**config.mk**
```make
export PLATFORM = sky130hd
export DESIGN_NAME = box_draw_arbiter
export DESIGN_NICKNAME = d
export VERILOG_FILES = /design/src/rtl/draw_pkg.sv /design/src/rtl/rr_arbiter4.sv /design/src/rtl/box_draw_arbiter.sv
export SDC_FILE = /design/constraint.sdc
export NUM_CORES = 1
export LEC_CHECK = 0
export ABC_AREA = 1
export BUFFER_PORTS_ARGS = -buffer_cell sky130_fd_sc_hd__buf_4
export CAP_MARGIN = 20
export CORE_ASPECT_RATIO = 0.75
export CORE_MARGIN = 2
export CORE_UTILIZATION = 30
export CTS_CLUSTER_DIAMETER = 50
export DETAILED_ROUTE_END_ITERATION = 6
export PLACE_DENSITY = 0.59
export SYNTH_ARGS = -nofsm -noshare
export SYNTH_HDL_FRONTEND = slang
export SYNTH_SLANG_ARGS = --single-unit
```
**constraint.sdc**
```tcl
create_clock -name clk -period 2.55 [get_ports clk]
set_input_delay 0.3825 -clock clk [delete_from_list [all_inputs] [get_ports clk]]
set_output_delay 0.3825 -clock clk [all_outputs]
set_load 0.005 [all_outputs]
```
**src/rtl/draw_pkg.sv**
```systemverilog
`default_nettype none
// ============================================================================
// Module : draw_pkg
// Brief  : Shared screen limits, box geometry, widths and state encoding.
// Rev    : 1.0  initial release
// ============================================================================
package draw_pkg;

    localparam int SCREEN_W = 160;
    localparam int SCREEN_H = 120;
    localparam int BOX_DIM  = 4;
    localparam int X_W      = 8;
    localparam int Y_W      = 7;
    localparam int COL_W    = 3;

    typedef enum logic [1:0] {
        ST_IDLE = 2'd0,
        ST_DRAW = 2'd1,
        ST_DONE = 2'd2
    } state_t;

endpackage : draw_pkg
`default_nettype wire

```
**src/rtl/rr_arbiter4.sv**
```systemverilog
`default_nettype none
// ============================================================================
// Module : rr_arbiter4
// Brief  : Combinational 4-way round-robin pick, first requester after last.
// Rev    : 1.0  initial release
// ============================================================================
module rr_arbiter4 (
    input  logic [3:0] req_i,
    input  logic [1:0] last_grant_i,
    output logic [1:0] grant_o,
    output logic       valid_o
);

    // Walk from farthest to nearest offset so the nearest requester wins.
    always_comb begin
        grant_o = last_grant_i;
        valid_o = |req_i;
        for (int i = 4; i >= 1; i--) begin
            if (req_i[last_grant_i + 2'(i)]) begin
                grant_o = last_grant_i + 2'(i);
            end
        end
    end

endmodule : rr_arbiter4
`default_nettype wire

```
**src/rtl/box_draw_arbiter.sv**
```systemverilog
`default_nettype none
// ============================================================================
// Module : box_draw_arbiter
// Brief  : Round-robin shared 4x4 box plotter with clipping for the VGA path.
// Rev    : 1.0  initial release
// ============================================================================
module box_draw_arbiter #(
    parameter int NUM_REQ  = 4,
    parameter int SCREEN_W = draw_pkg::SCREEN_W,
    parameter int SCREEN_H = draw_pkg::SCREEN_H
) (
    input  logic                   clk,
    input  logic                   resetn,
    input  logic [NUM_REQ-1:0]     req,
    input  logic [8*NUM_REQ-1:0]   req_x,
    input  logic [7*NUM_REQ-1:0]   req_y,
    input  logic [3*NUM_REQ-1:0]   req_colour,
    output logic [NUM_REQ-1:0]     ack,
    output logic [NUM_REQ-1:0]     done,
    output logic [7:0]             x,
    output logic [6:0]             y,
    output logic [2:0]             colour,
    output logic                   plot,
    output logic                   busy
);
    import draw_pkg::*;

    localparam logic [3:0]   CNT_LAST = 4'(BOX_DIM * BOX_DIM - 1);
    localparam logic [X_W:0] X_LIM    = (X_W + 1)'(SCREEN_W);
    localparam logic [Y_W:0] Y_LIM    = (Y_W + 1)'(SCREEN_H);

    state_t              state_q;
    logic [3:0]          cnt_q;
    logic [1:0]          last_q, g_q;
    logic [X_W-1:0]      bx_q, x_q;
    logic [Y_W-1:0]      by_q, y_q;
    logic [COL_W-1:0]    bc_q, col_q;
    logic                plot_q, busy_q;
    logic [NUM_REQ-1:0]  ack_q, done_q;

    logic [1:0]          w_grant;
    logic                w_valid;
    logic [X_W-1:0]      w_gx, w_px_d;
    logic [Y_W-1:0]      w_gy, w_py_d;
    logic [COL_W-1:0]    w_gc;
    logic [3:0]          w_cnt_d;
    logic                w_g_on, w_p_on;

    rr_arbiter4 u_arb (
        .req_i        (req),
        .last_grant_i (last_q),
        .grant_o      (w_grant),
        .valid_o      (w_valid)
    );

    assign w_gx    = req_x[X_W*w_grant +: X_W];
    assign w_gy    = req_y[Y_W*w_grant +: Y_W];
    assign w_gc    = req_colour[COL_W*w_grant +: COL_W];
    assign w_cnt_d = cnt_q + 4'd1;
    // Pixel for the next count is prepared a cycle early so outputs stay registered.
    assign w_px_d  = bx_q + {6'd0, w_cnt_d[1:0]};
    assign w_py_d  = by_q + {5'd0, w_cnt_d[3:2]};
    assign w_g_on  = ({1'b0, w_gx} < X_LIM) && ({1'b0, w_gy} < Y_LIM);
    assign w_p_on  = ({1'b0, w_px_d} < X_LIM) && ({1'b0, w_py_d} < Y_LIM);

    always_ff @(posedge clk or negedge resetn) begin
        if (!resetn) begin
            state_q <= ST_IDLE;
            cnt_q   <= '0;
            last_q  <= 2'd3;
            g_q     <= '0;
            bx_q    <= '0;
            by_q    <= '0;
            bc_q    <= '0;
            x_q     <= '0;
            y_q     <= '0;
            col_q   <= '0;
            plot_q  <= 1'b0;
            busy_q  <= 1'b0;
            ack_q   <= '0;
            done_q  <= '0;
        end else begin
            ack_q  <= '0;
            done_q <= '0;
            case (state_q)
                ST_IDLE: begin
                    if (w_valid) begin
                        state_q <= ST_DRAW;
                        busy_q  <= 1'b1;
                        g_q     <= w_grant;
                        cnt_q   <= '0;
                        bx_q    <= w_gx;
                        by_q    <= w_gy;
                        bc_q    <= w_gc;
                        x_q     <= w_gx;
                        y_q     <= w_gy;
                        col_q   <= w_gc;
                        plot_q  <= w_g_on;
                        ack_q   <= NUM_REQ'(1) << w_grant;
                    end
                end
                ST_DRAW: begin
                    if (cnt_q == CNT_LAST) begin
                        state_q <= ST_DONE;
                        plot_q  <= 1'b0;
                        done_q  <= NUM_REQ'(1) << g_q;
                    end else begin
                        cnt_q  <= w_cnt_d;
                        x_q    <= w_px_d;
                        y_q    <= w_py_d;
                        col_q  <= bc_q;
                        plot_q <= w_p_on;
                    end
                end
                ST_DONE: begin
                    last_q  <= g_q;
                    busy_q  <= 1'b0;
                    state_q <= ST_IDLE;
                end
                default: begin
                    state_q <= ST_IDLE;
                    busy_q  <= 1'b0;
                    plot_q  <= 1'b0;
                end
            endcase
        end
    end

    assign ack    = ack_q;
    assign done   = done_q;
    assign x      = x_q;
    assign y      = y_q;
    assign colour = col_q;
    assign plot   = plot_q;
    assign busy   = busy_q;

endmodule : box_draw_arbiter
`default_nettype wire
```
After elaboration in Yosys (flattened, before gate mapping)

Index checks and enable logic that the tools add are counted.

Register bits: 56
Input bits: 78

Add/sub/neg operators: 6
$mul: 2
$lt $le $gt $ge: 7
Eq/ne operators: 6
Shifts and indexed selects: 5
Mux-type cells: 33
Bitwise operators: 2
Reductions and logical operators: 10

Operators with widths:

| cell                | count |
|---|---|
| $shiftx 32x6->8     | 1 |
| $shiftx 28x6->7     | 1 |
| $mux 4              | 6 |
| $lt 8x8->1 const B  | 2 |
| $mux 8              | 2 |
| $pmux 8 s2          | 1 |
| $lt 7x7->1 const B  | 2 |
| $mux 7              | 2 |
| $pmux 7 s2          | 1 |
| $shiftx 12x5->3     | 1 |
| $mux 2              | 5 |
| $lt 2x3->1 const B  | 3 |
| $add 8x2->8         | 1 |
| $pmux 4 s2          | 1 |
| $reduce_and 2->1    | 4 |
| $shl 1x2->4 const A | 2 |
| $add 7x2->7         | 1 |
| $bmux 1 s2          | 3 |
| $mux 1              | 6 |
| $mux 3              | 2 |
| $pmux 3 s2          | 1 |
| $mul 3x2->5 const A | 1 |
| $add 2x2->2 const B | 2 |
| $add 4x1->4 const B | 1 |
| other kinds (16)    | 19 |

Longest topological paths before layout

Gate-level depths: netlist (run 1).

Depth in word-level cells: 12
Gate-level depth with buffers: 19
Mapped depth without buffers: 18

By module

A second synthesis (run 1) with hierarchy kept.

Cell total of the unflattened synthesis: 484
Area total of the unflattened synthesis: 3455.8 um^2

By module, submodules not included:

| module           | times used | cells an instance | area each (um^2) |
|---|---|---|---|
| box_draw_arbiter | 1          | 440               | 3238.1 |
| rr_arbiter4      | 1          | 44                | 217.7 |

Worst setup path after synthesis (run 1)

Ideal clock, no wire load.

Path type: flip-flop to flip-flop
From: register cnt_q[0]
To: register plot_q, in the netlist plot
Library setup time: 0.116 ns
Arrival: 2.214 ns
Slack: 0.219 ns
Stages on the path, launching flop included: 15
Buffers on the path: 0
Clock period less this slack: 2.331 ns
Cell sequence: dfrtp_1 -> ha_1 -> xor2_1 -> ha_1 -> inv_1 -> fa_1 -> nor2_1 -> nand3_1 -> xor2_1 -> nor3_1 -> nand2_1 -> o211ai_1 -> nand2_1 -> nand2_1 -> nand2_1

Longest elaborated chain between the ends: 6
Elaborated cells between the ends (all ways): 9
Classes of those cells: 3 x add/sub; 2 x order compare; 1 x eq/ne; 2 x mux; 1 x reduce/logical

Ends and longest elaborated chain:

| element                                    | RTL line                                       | text |
|---|---|---|
| start: declaration                         | box_draw_arbiter.sv:33                         | `logic [3:0] cnt_q;` |
| start signal: assignment                   | box_draw_arbiter.sv:108                        | `cnt_q <= w_cnt_d;` |
| $add 4x1->4                                | box_draw_arbiter.sv:59                         | `assign w_cnt_d = cnt_q + 4'd1;` |
| $add 8x2->8 or $add 7x2->7 (tied branches) | box_draw_arbiter.sv:61, box_draw_arbiter.sv:62 |  |
| $lt 8x8->1 or $lt 7x7->1 (tied branches)   | box_draw_arbiter.sv:64                         | `assign w_p_on = ({1'b0, w_px_d} < X_LIM) && ({1'b0, w_py_d} < Y_LIM);` |
| $logic_and 1x1->1                          | box_draw_arbiter.sv:64                         |  |
| $mux 1 (*)                                 | box_draw_arbiter.sv:103                        | `if (cnt_q == CNT_LAST) begin` |
| $pmux 1 s3 (*)                             | box_draw_arbiter.sv:85                         | `case (state_q)` |
| end signal: assignment                     | box_draw_arbiter.sv:98                         | `plot_q <= w_g_on;` |
| end signal: assignment                     | box_draw_arbiter.sv:112                        | `plot_q <= w_p_on;` |
| end: declaration                           | box_draw_arbiter.sv:38                         | `logic plot_q, busy_q;` |

Every way passes the cells marked *; elsewhere a longest branch is shown, timed or not.
A chain may end at the register's enable or synchronous reset.

Worst setup path after layout (run 1)

Same ends and word-level chain as after synthesis.

==> results.ini, run 1 <==
[detailed_routing]
first_iter_violations = 183
vias = 3256
wl_met1_um = 4720
remaining_drc_errors = 0
met2WireLength_um = 4120
met3WireLength_um = 636
wl_um = 9510
ant_nets = 0
top_layer_used = met4
dr.pass1.iters = 4
routedWlPerCell_um = 13.7
vias_per_cell = 4.69

[critical_path]
worstPathMaxFanout = 3
cp.required_ns = 2.74
crit_slowest_cell = dfrtp_1
end_kind = flip-flop
max_stage_delay_ns = 0.40
cp_cell_sequence = ha_1 > xor2_2 > ha_2 > inv_1 > fa_1 > nor2_2 > nand3_1 > xor2_1 > nor3_2 > nand2_1 > o211ai_1 > nand2_1 > nand2_1 > nand2_1
critPathKind = flip-flop to flip-flop
arrival_ns = 2.60
path_delay_family = adder cells
cpMostUsedCell = nand2_1
crit_buf_inv = 1
critPathLaunchType = flip-flop

[die]
die-width_um = 126
rows = 33
die_area_sq_mm = 0.0120
io_pins = 106
core_area_sq_mm = 0.0109
initial_utilization_pct = 30.7
die_y_um = 95.4

[placed_design]
placed_area_sq_mm = 0.00425
post-dp-hpwl_um = 7420
place_inst = 684
globalplace.congestion = 0.851
io_buffers = 105

[sta]
finalHoldViolCount = 0
fmax_mhz = 414
final.min_clock_period_ns = 2.42
holdWs_ns = 0.129
worst_slew_pin_slew_ns = 0.707
maxSlewHeadroom_pct = 52.9
fin_crit_sh_pct = 94.8
setup_viol = 0
rsz0062_at_grt = no
slew_violations = 0
fin_skew_ns = 0.00618

[clock_network]
clockBufferDepth = 2
cts.clk_slew.worst_paths_ns = 0.07
cts_made_buffers = 5
cts.sinks = 56
holdBufCountCts = 0
htreeDepth = 2
clock_latency_ns = 0.29
cts_tree = done
root_buffer = clkbuf_16

[synth]
synth_top_area_share_pct = 40.4
avgSynthCellArea_sq_um = 7.41
ys_types = 33
yosys_warnings = 0
netlist_instances = 451
netlist_top_cells_area = dfrtp_1, nand2_1, nand3_1
synth_seq_area_share_pct = 42.0
synth_area_sq_mm = 0.00334
synth_common_cells = nand2_1, dfrtp_1, nand3_1
synth-seq-cells = 56
syn-num-nets = 536
synth_edf_count = 0
synth_most_common_cell = nand2_1
synth_ff_type = dfrtp_1
synthArstFlopShare_pct = 100
yosys.area.top_type = dfrtp_1

[grt]
grt_pass1_vias = 3175
grt_usage_pct = 16.3
grt_start_max_net_pins = 57
grt_pass1_wl_um = 15600
antenna_found_initial = 0
globalRoute.totalOverflow = 0

[pwr]
p_per_area_mw_per_mm2 = 1530
p_leak_nw = 2.22
peakVddDrop_mv = 0.516
finalPower_mw = 6.80

[final_layout]
fin_area_sq_mm = 0.00444
final_util_pct = 40.8
syn2layout_area_growth_pct = 32.9
final_cells = 694
fin_nets = 638
n_antenna_cell = 0
drive_above_1_share_pct = 27.4

[status]
outcome = finished clean

[flow_run]
cap_viol_max_count = 0

[min_path]
hp-class = input port to async pin

==> per-layer routing <==
metal  up-vias  track usage (%)
li1       1676                -
met1      1484             23.9
met2        92             24.4
met3         4             3.37
met4         0             4.21
met5         -                0
==> cell type report <==
cell class / count / area [sq um]
Inverter: 25 / 95.1
Timing Repair Buffer: 117 / 891
Multi-Input combinational cell: 348 / 1730
Clock buffer: 6 / 139
Sequential cell: 56 / 1400
Clock inverter: 2 / 13.8
Tap cell: 140 / 175
Fill cell: 1158 / 6460
==> logic make-up (layout without fill, tap and decap cells) <==
group	Yosys count	after routing	synth area share, %
buffers and inverters	47	150	7.00
adders and majority gates	7	7	3.07
DFF	56	56	42.0
AOI/OAI and AO/OA	78	78	12.4
and+or+nand+nor	251	251	32.4
xor gates and xnor gates	12	12	3.14
==> sequential cells by signal, indices dropped and copies added (netlist names) <==
| signal | flops |
|---|---|
| ack | 4 |
| bc_q | 3 |
| busy | 1 |
| bx_q | 8 |
| by_q | 7 |
| cnt_q | 4 |
| colour | 3 |
| done | 4 |
| g_q | 2 |
| last_q | 2 |
| plot | 1 |
| state_q | 2 |
| x | 8 |
| y | 7 |
==> cell usage in the layout, fill, tap and decap left out, types with 6 or more instances in the layout <==
cell type  synthesis  routed
a21oi_1           22      22
buf_4              5     116
dfrtp_1           54      54
inv_1             20      20
nand2_1          156     156
nand2_2            8       8
nand3_1           46      46
nor2_1            24      22
nor3_1             7       6
o21ai_0           28      28
o21ai_1           19      19
xor2_1             9       8
==> what timing repair did <==
action                                  CTS  global route
gates cloned                              0             0
endpoints found under the hold margin     0             0
pin swaps                                 1             2
endpoints found under the setup margin    1             9
gates resized for setup                   2             4
setup buffers                             0             2
==> worst register-to-register path, stage by stage (launching register included) <==
cell	delay, ns
dfrtp_1	0.40
ha_1	0.24
xor2_2	0.17
ha_2	0.21
inv_1	0.05
fa_1	0.40
nor2_2	0.13
nand3_1	0.10
xor2_1	0.17
nor3_2	0.12
nand2_1	0.06
o211ai_1	0.08
nand2_1	0.08
nand2_1	0.06
nand2_1	0.05
==> path summary, 6_finish.rpt <==
| check | slack (ns) | cells past startpoint | start | endpoint |
|---|---|---|---|---|
| max | 0.13 | 14 | cnt_q[0] | plot |
| min | 0.13 | 1 | resetn | done[3] |
| max reg2reg | 0.13 | 14 | cnt_q[0] | plot |
| min reg2reg | 0.46 | 1 | g_q[0] | done[2] |
| max in group asynchronous | 1.94 | 1 | resetn | cnt_q[0] |
| min in group clk | 0.46 | 1 | g_q[0] | done[2] |
==> power breakdown <==
part | internal (mW) | total (mW) | leakage (nW) | switching, mW
registers | 1.31 | 1.60 | 0.691 | 0.293
logic | 1.68 | 4.49 | 1.45 | 2.82
clock network | 0.393 | 0.708 | 0.0772 | 0.315
==> metrics by stage <==
stage / setup WS, ns / setup TNS [ns]
global route: 0.00127 / 0
floorplan: 0.219 / 0
CTS: 0.00979 / 0
finish: 0.132 / 0
detailed placement: -0.0437 / -0.0437
global placement: 0.0885 / 0
Note: power is estimated with default switching activity, not from simulation.
==> run 2: changes to the inputs <==
- PLACE_DENSITY: 0.59 -> default
- clock period: 2.55 -> 3.05 ns (I/O delays scaled with it)
==> run 2 against run 1 <==
  * Clock skew is 0.0030 ns higher
  * Cell count is 0.86% lower
  * Combinational power down 19%
  * Die area stayed put
  * Register-to-register slack improved by 0.28 ns
  * Critical path type unchanged
  * Largest cell class unchanged
  * Highest routed layer unchanged
==> results.ini, run 2 (synthesized netlist as in run 1, its figures left out) <==
[status]
outcome = finished clean

[die]
core_area_sq_mm = 0.0109  ; unchanged
die_y_um = 95.4  ; unchanged
rows = 33  ; unchanged
initial_utilization_pct = 30.7  ; unchanged
io_pins = 106  ; unchanged
die_area_sq_mm = 0.0120  ; unchanged
die-width_um = 126  ; unchanged

[critical_path]
worstPathMaxFanout = 16  ; +13
critPathLaunchType = flip-flop
cpMostUsedCell = nand2_1
cp.required_ns = 3.24  ; +0.50 ns
crit_slowest_cell = dfstp_2
r2r_slack_ns = 0.41  ; +0.28 ns
max_stage_delay_ns = 0.67  ; +0.27 ns
rr_worst_depth = 18  ; +4
r2r-start = last_q[0]
crit_start = last_q[0]
critPathKind = flip-flop to flip-flop
r2r_end = plot
cp_cell_sequence = inv_2 > nand2_1 > nand2_1 > nand2_1 > nand2_2 > inv_2 > nand3_2 > nand2_4 > buf_4 > nand2_1 > nand3_1 > nand2_1 > nand2_1 > nand2_1 > nand3_1 > nand2_1 > nand2_1 > nand2_1
end_kind = flip-flop
arrival_ns = 2.83  ; +0.23 ns

[detailed_routing]
remaining_drc_errors = 0  ; unchanged
routedWlPerCell_um = 14.1  ; +3.2%
vias = 3279  ; +0.71%
wl_um = 9730  ; +2.3%
dr.pass1.iters = 5  ; +1
vias_per_cell = 4.77  ; +1.6%
ant_nets = 0  ; unchanged
first_iter_violations = 186  ; +1.6%

[sta]
final.min_clock_period_ns = 2.64  ; +0.219 ns
slew_violations = 0  ; unchanged
fin_skew_ns = 0.00914  ; +0.00296 ns
holdWs_ns = 0.192  ; +0.0628 ns
fmax_mhz = 379  ; -8.3%
setup_viol = 0  ; unchanged
fin_crit_sh_pct = 86.5  ; -8.4 points
worst_slew_pin_slew_ns = 0.700  ; -0.00708 ns
maxSlewHeadroom_pct = 53.4  ; +0.47 points
tns_ns = 0  ; unchanged
rsz0062_at_grt = no
fin_ws_ns = 0.412  ; +0.281 ns
finalHoldViolCount = 0  ; unchanged

[grt]
globalRoute.totalOverflow = 0  ; unchanged
grt_usage_pct = 16.4  ; +0.18 points
grt_pass1_wl_um = 15800  ; +1.6%
antenna_found_initial = 0  ; unchanged
grt_pass1_vias = 3121  ; -1.7%
grt_start_max_net_pins = 57  ; unchanged

[clock_network]
cts.sinks = 56  ; unchanged
clock_latency_ns = 0.29  ; about the same
postCtsSetupBuffers = 0  ; unchanged
clockBufferDepth = 2  ; unchanged
cts.clk_slew.worst_paths_ns = 0.08  ; about the same
root_buffer = clkbuf_16
holdBufCountCts = 0  ; unchanged
cts_tree = done
htreeDepth = 2  ; unchanged
cts_made_buffers = 5  ; unchanged

[final_layout]
fin_nets = 632  ; -0.94%
final_common_cell = nand2_1
final_cells = 688  ; -0.86%
final_util_pct = 40.1  ; -0.67 points
n_antenna_cell = 0  ; unchanged
mostFrequentLayoutCells = nand2_1, buf_4, dfrtp_1
syn2layout_area_growth_pct = 30.7
drive_above_1_share_pct = 25.7  ; -1.7 points
fillCellCount = 1152  ; -0.52%

[min_path]
hp-class = input port to async pin

[placed_design]
place_inst = 680  ; -0.58%
globalplace.congestion = 0.810  ; -4.8%
dp_slack_ns = 0.392  ; +0.436 ns
io_buffers = 105  ; unchanged
post-dp-hpwl_um = 7500  ; +1.1%

[pwr]
peakVddDrop_mv = 0.632  ; +22%
p_leak_nw = 2.19  ; -1.3%
p_per_area_mw_per_mm2 = 1280  ; -17%

[flow_run]
cap_viol_max_count = 0  ; unchanged

run 2: cell types whose count changed in the layout (fill, tap and decap cells not counted), moves of 2 or more:
| cell | change |
|---|---|
| clkinv_2 | -2 |
| buf_4 | -5 |
| nor2_1 | +2 |
| nor2_2 | -2 |
run 2: power breakdown:
group / leakage [nW] / switching, mW / internal, mW
combinational: 1.43 / 2.34 / 1.29
clock: 0.0767 / 0.280 / 0.317
sequential: 0.691 / 0.253 / 1.09
total: 2.19 / 2.88 / 2.70
run 2: layout make-up:
class / count / area (sq um) / share of cell area, %
clock buffers: 5 / 125 / 2.86
repair buffers: 111 / 833 / 19.1
clock inverters: 3 / 28.8 / 0.658
well taps: 140 / 175 / 4.01
inverters: 25 / 93.8 / 2.15
multi-input cells: 348 / 1710 / 39.1
flip-flops and latches: 56 / 1400 / 32.1
run 2: repair_timing:
item,4_1_cts,5_1_grt
endpoints found under the setup margin,0,1
hold endpoints to repair,0,0
resized for setup,0,1
run 2: stage by stage:
stage | area, sq um | total power [mW]
2_1_floorplan | 3340 | 4.00
3_3_place_gp | 4210 | 4.88
3_5_place_dp | 4210 | 4.98
4_1_cts | 4370 | 5.60
5_1_grt | 4370 | 6.17
6_report | 4370 | 5.57
run 2: layer usage:
layer | share of wire [%] | global-route usage (%) | wire (um) | vias up
li1 | - | - | - | 1661
met1 | 49 | 23.9 | 4790 | 1500
met2 | 44 | 25.1 | 4260 | 109
met3 | 5.8 | 3.42 | 563 | 9
met4 | 1.2 | 4.12 | 119 | 0
met5 | 0 | 0 | 0 | -
run 2: worst max path at each step:
stage,endpoint,slack (ns),depth (start not counted)
after detailed placement,plot,0.39,18
final,plot,0.41,18
after global routing,plot,0.05,18
after floorplan,plot,0.72,14
after global placement,plot,0.44,18
after CTS,plot,0.37,18
run 2: critical path, delay by kind of cell, from the launching register on:
family	cells	cell delay [ns]
buf+inv	3	0.45
flops	1	0.67
simple gates	15	1.41
==> run 3: changes to the inputs <==
- ABC_AREA: 1 -> default
==> run 3 against run 2 <==
  * Combinational power down 40%
  * Critical endpoint unchanged
  * Utilization increased by 1.5 points
  * Clock skew decreased by 0.0044 ns
  * Via count fell by 15%
  * Critical path depth shrank 11
  * Largest cell class unchanged
  * Sequential share of layout area increased by 0.41 points
  * Critical path type unchanged
  * Sequential power is essentially flat
  * Largest power group unchanged
  * Design area down 1.3%
  * Wire length down 13%
==> results.ini, run 3 <==
[flow_run]
cap_viol_max_count = 0  ; unchanged

[synth]
synth_edf_count = 0  ; unchanged
synth_top_area_share_pct = 41.9  ; +1.5 points
synth_common_cells = nand2_1, dfrtp_1, mux2i_1
yosys_warnings = 0  ; unchanged
netlist_instances = 336  ; -25%
synth_seq_area_share_pct = 43.5  ; +1.5 points
ys_types = 39  ; +18%
synth-seq-cells = 56  ; unchanged
synthArstFlopShare_pct = 100  ; unchanged
netlist_top_cells_area = dfrtp_1, mux2i_1, nand2_1
yosys.area.top_type = dfrtp_1
syn-num-nets = 421  ; -21%
avgSynthCellArea_sq_um = 9.60  ; +30%
synth_most_common_cell = nand2_1
synth_ff_type = dfrtp_1
synth_area_sq_mm = 0.00323  ; -3.5%

[critical_path]
max_stage_delay_ns = 0.58  ; -0.09 ns
critPathKind = flip-flop to flip-flop
crit_buf_inv = 1  ; -2
critPathLaunchType = flip-flop
arrival_ns = 2.83  ; about the same
worstPathMaxFanout = 11  ; -5
cp_cell_sequence = nand2b_1 > o21ai_0 > a221oi_4 > buf_4 > mux2_2 > or4_1 > a31o_1
path_delay_family = compound AO/OA/AOI/OAI gates
cp.required_ns = 3.24  ; about the same
r2r_slack_ns = 0.40  ; about the same
crit_slowest_cell = dfstp_2
end_kind = flip-flop

[sta]
tns_ns = 0  ; unchanged
fmax_mhz = 378  ; -0.35%
finalHoldViolCount = 0  ; unchanged
final.min_clock_period_ns = 2.65  ; +0.00917 ns
slew_violations = 0  ; unchanged
maxSlewHeadroom_pct = 52.3  ; -1.0 points
fin_skew_ns = 0.00476  ; -0.00438 ns
fin_crit_sh_pct = 86.8  ; +0.30 points
setup_viol = 0  ; unchanged
rsz0062_at_grt = no
worst_slew_pin_slew_ns = 0.715  ; +0.0153 ns

[grt]
grt_start_max_net_pins = 57  ; unchanged
grt_usage_pct = 15.4  ; -1.1 points
globalRoute.totalOverflow = 0  ; unchanged
grt_pass1_vias = 2840  ; -9.0%
grt_pass1_wl_um = 13900  ; -12%
antenna_found_initial = 0  ; unchanged

[pwr]
p_per_area_mw_per_mm2 = 957  ; -25%
peakVddDrop_mv = 0.341  ; -46%
p_leak_nw = 2.08  ; -5.0%

[clock_network]
post_cts_resized = 0  ; unchanged
cts_tree = done
clockBufferDepth = 2  ; unchanged
cts_made_buffers = 5  ; unchanged
cts.clk_slew.worst_paths_ns = 0.07  ; about the same
root_buffer = clkbuf_16
clock_latency_ns = 0.29  ; about the same
postCtsSetupBuffers = 0  ; unchanged
cts.sinks = 56  ; unchanged
htreeDepth = 2  ; unchanged
holdBufCountCts = 0  ; unchanged

[min_path]
hp-class = input port to async pin

[detailed_routing]
remaining_drc_errors = 0  ; unchanged
routedWlPerCell_um = 14.7  ; +4.1%
wl_um = 8480  ; -13%
ant_nets = 0  ; unchanged
first_iter_violations = 94  ; -49%
vias = 2782  ; -15%
dr.pass1.iters = 4  ; -1
vias_per_cell = 4.83  ; +1.3%

[die]
rows = 32  ; -3.0%
initial_utilization_pct = 31.1  ; +0.43 points
die_area_sq_mm = 0.0116  ; -3.4%
die-width_um = 124  ; -1.7%
die_y_um = 93.8  ; -1.7%
io_pins = 106  ; unchanged
core_area_sq_mm = 0.0104  ; -4.9%

[final_layout]
syn2layout_area_growth_pct = 33.8
mostFrequentLayoutCells = buf_4, nand2_1, dfrtp_1
fin_nets = 524  ; -17%
fin_area_sq_mm = 0.00432  ; -1.3%
final_common_cell = buf_4
n_antenna_cell = 0  ; unchanged
drive_above_1_share_pct = 32.7  ; +7.0 points

[placed_design]
globalplace.congestion = 0.812  ; +0.20%
post-dp-hpwl_um = 6450  ; -14%
placed_area_sq_mm = 0.00417  ; -1.1%
io_buffers = 105  ; unchanged

[status]
outcome = finished clean

-- run 3: changes by cell type after synthesis, moves of 12 or more --
| cell | previous run | this run |
|---|---|---|
| nand3_1 | 46 | 13 |
| mux2_2 | 0 | 14 |
| o21ai_1 | 19 | 0 |
| mux2i_1 | 0 | 37 |
| nand2_1 | 156 | 67 |
| nor2_1 | 24 | 12 |
-- run 3: cell type report --
type	count	area (sq um)
clock buffer	7	143
fill	1025	6050
multi-input combinational	253	1700
inverter	9	33.8
clock inverter	1	7.51
timing repair buffer	114	856
tap	136	170
sequential	56	1400
-- run 3: cells by family (layout without fill, tap and decap cells) --
family | Yosys count | count (layout) | share of synthesized area [%]
XOR/XNOR | 14 | 14 | 3.80
buffers and inverters | 27 | 131 | 4.19
flip-flops | 56 | 56 | 43.5
AND/OR/NAND/NOR | 117 | 117 | 16.0
adder cells (fa/ha/maj) | 7 | 7 | 3.18
multiplexers | 51 | 51 | 16.4
AO/OA/AOI/OAI | 64 | 64 | 13.0
-- run 3: routing by layer --
| layer | GRT usage, % | up-vias | part of all wire (%) |
|---|---|---|---|
| met5 | 0 | - | 0 |
| met4 | 2.84 | 0 | 0.20 |
| met3 | 4.85 | 2 | 9.5 |
| met2 | 25.2 | 97 | 45 |
| met1 | 20.0 | 1301 | 45 |
| li1 | - | 1382 | - |
-- run 3: metrics by stage --
step                      util (%)  hold slack [ns]  setup slack [ns]  total power [mW]  std cells
after floorplan                  -            0.162             0.659              2.82        336
after global placement        40.2            0.459             0.489              3.52        568
after detailed placement      40.2            0.464             0.413              3.57        568
after CTS                     41.6            0.238             0.384              4.18        576
after global routing          41.6            0.251             0.220              4.54        576
final                         41.6            0.196             0.403              4.13        576
-- run 3: worst register-to-register path, stage by stage, from the launching register on --
cell and delay [ns]:
dfstp_2 0.58, nand2b_1 0.13, o21ai_0 0.16, a221oi_4 0.43, buf_4 0.26, mux2_2 0.35
or4_1 0.40, a31o_1 0.22
-- run 3: path summary, 6_finish.rpt --
kind / from / to / cells after the start
min: resetn / x[5] / 1
max: last_q[0] / plot / 7
max reg2reg: last_q[0] / plot / 7
min reg2reg: bc_q[1] / bc_q[1] / 2
max in group asynchronous: resetn / colour[0] / 1
min in group clk: bc_q[1] / bc_q[1] / 2
-- run 3: power breakdown --
part | total, mW | switching, mW | internal (mW)
logic | 2.19 | 1.12 | 1.07
clock network | 0.586 | 0.258 | 0.328
registers | 1.36 | 0.270 | 1.09
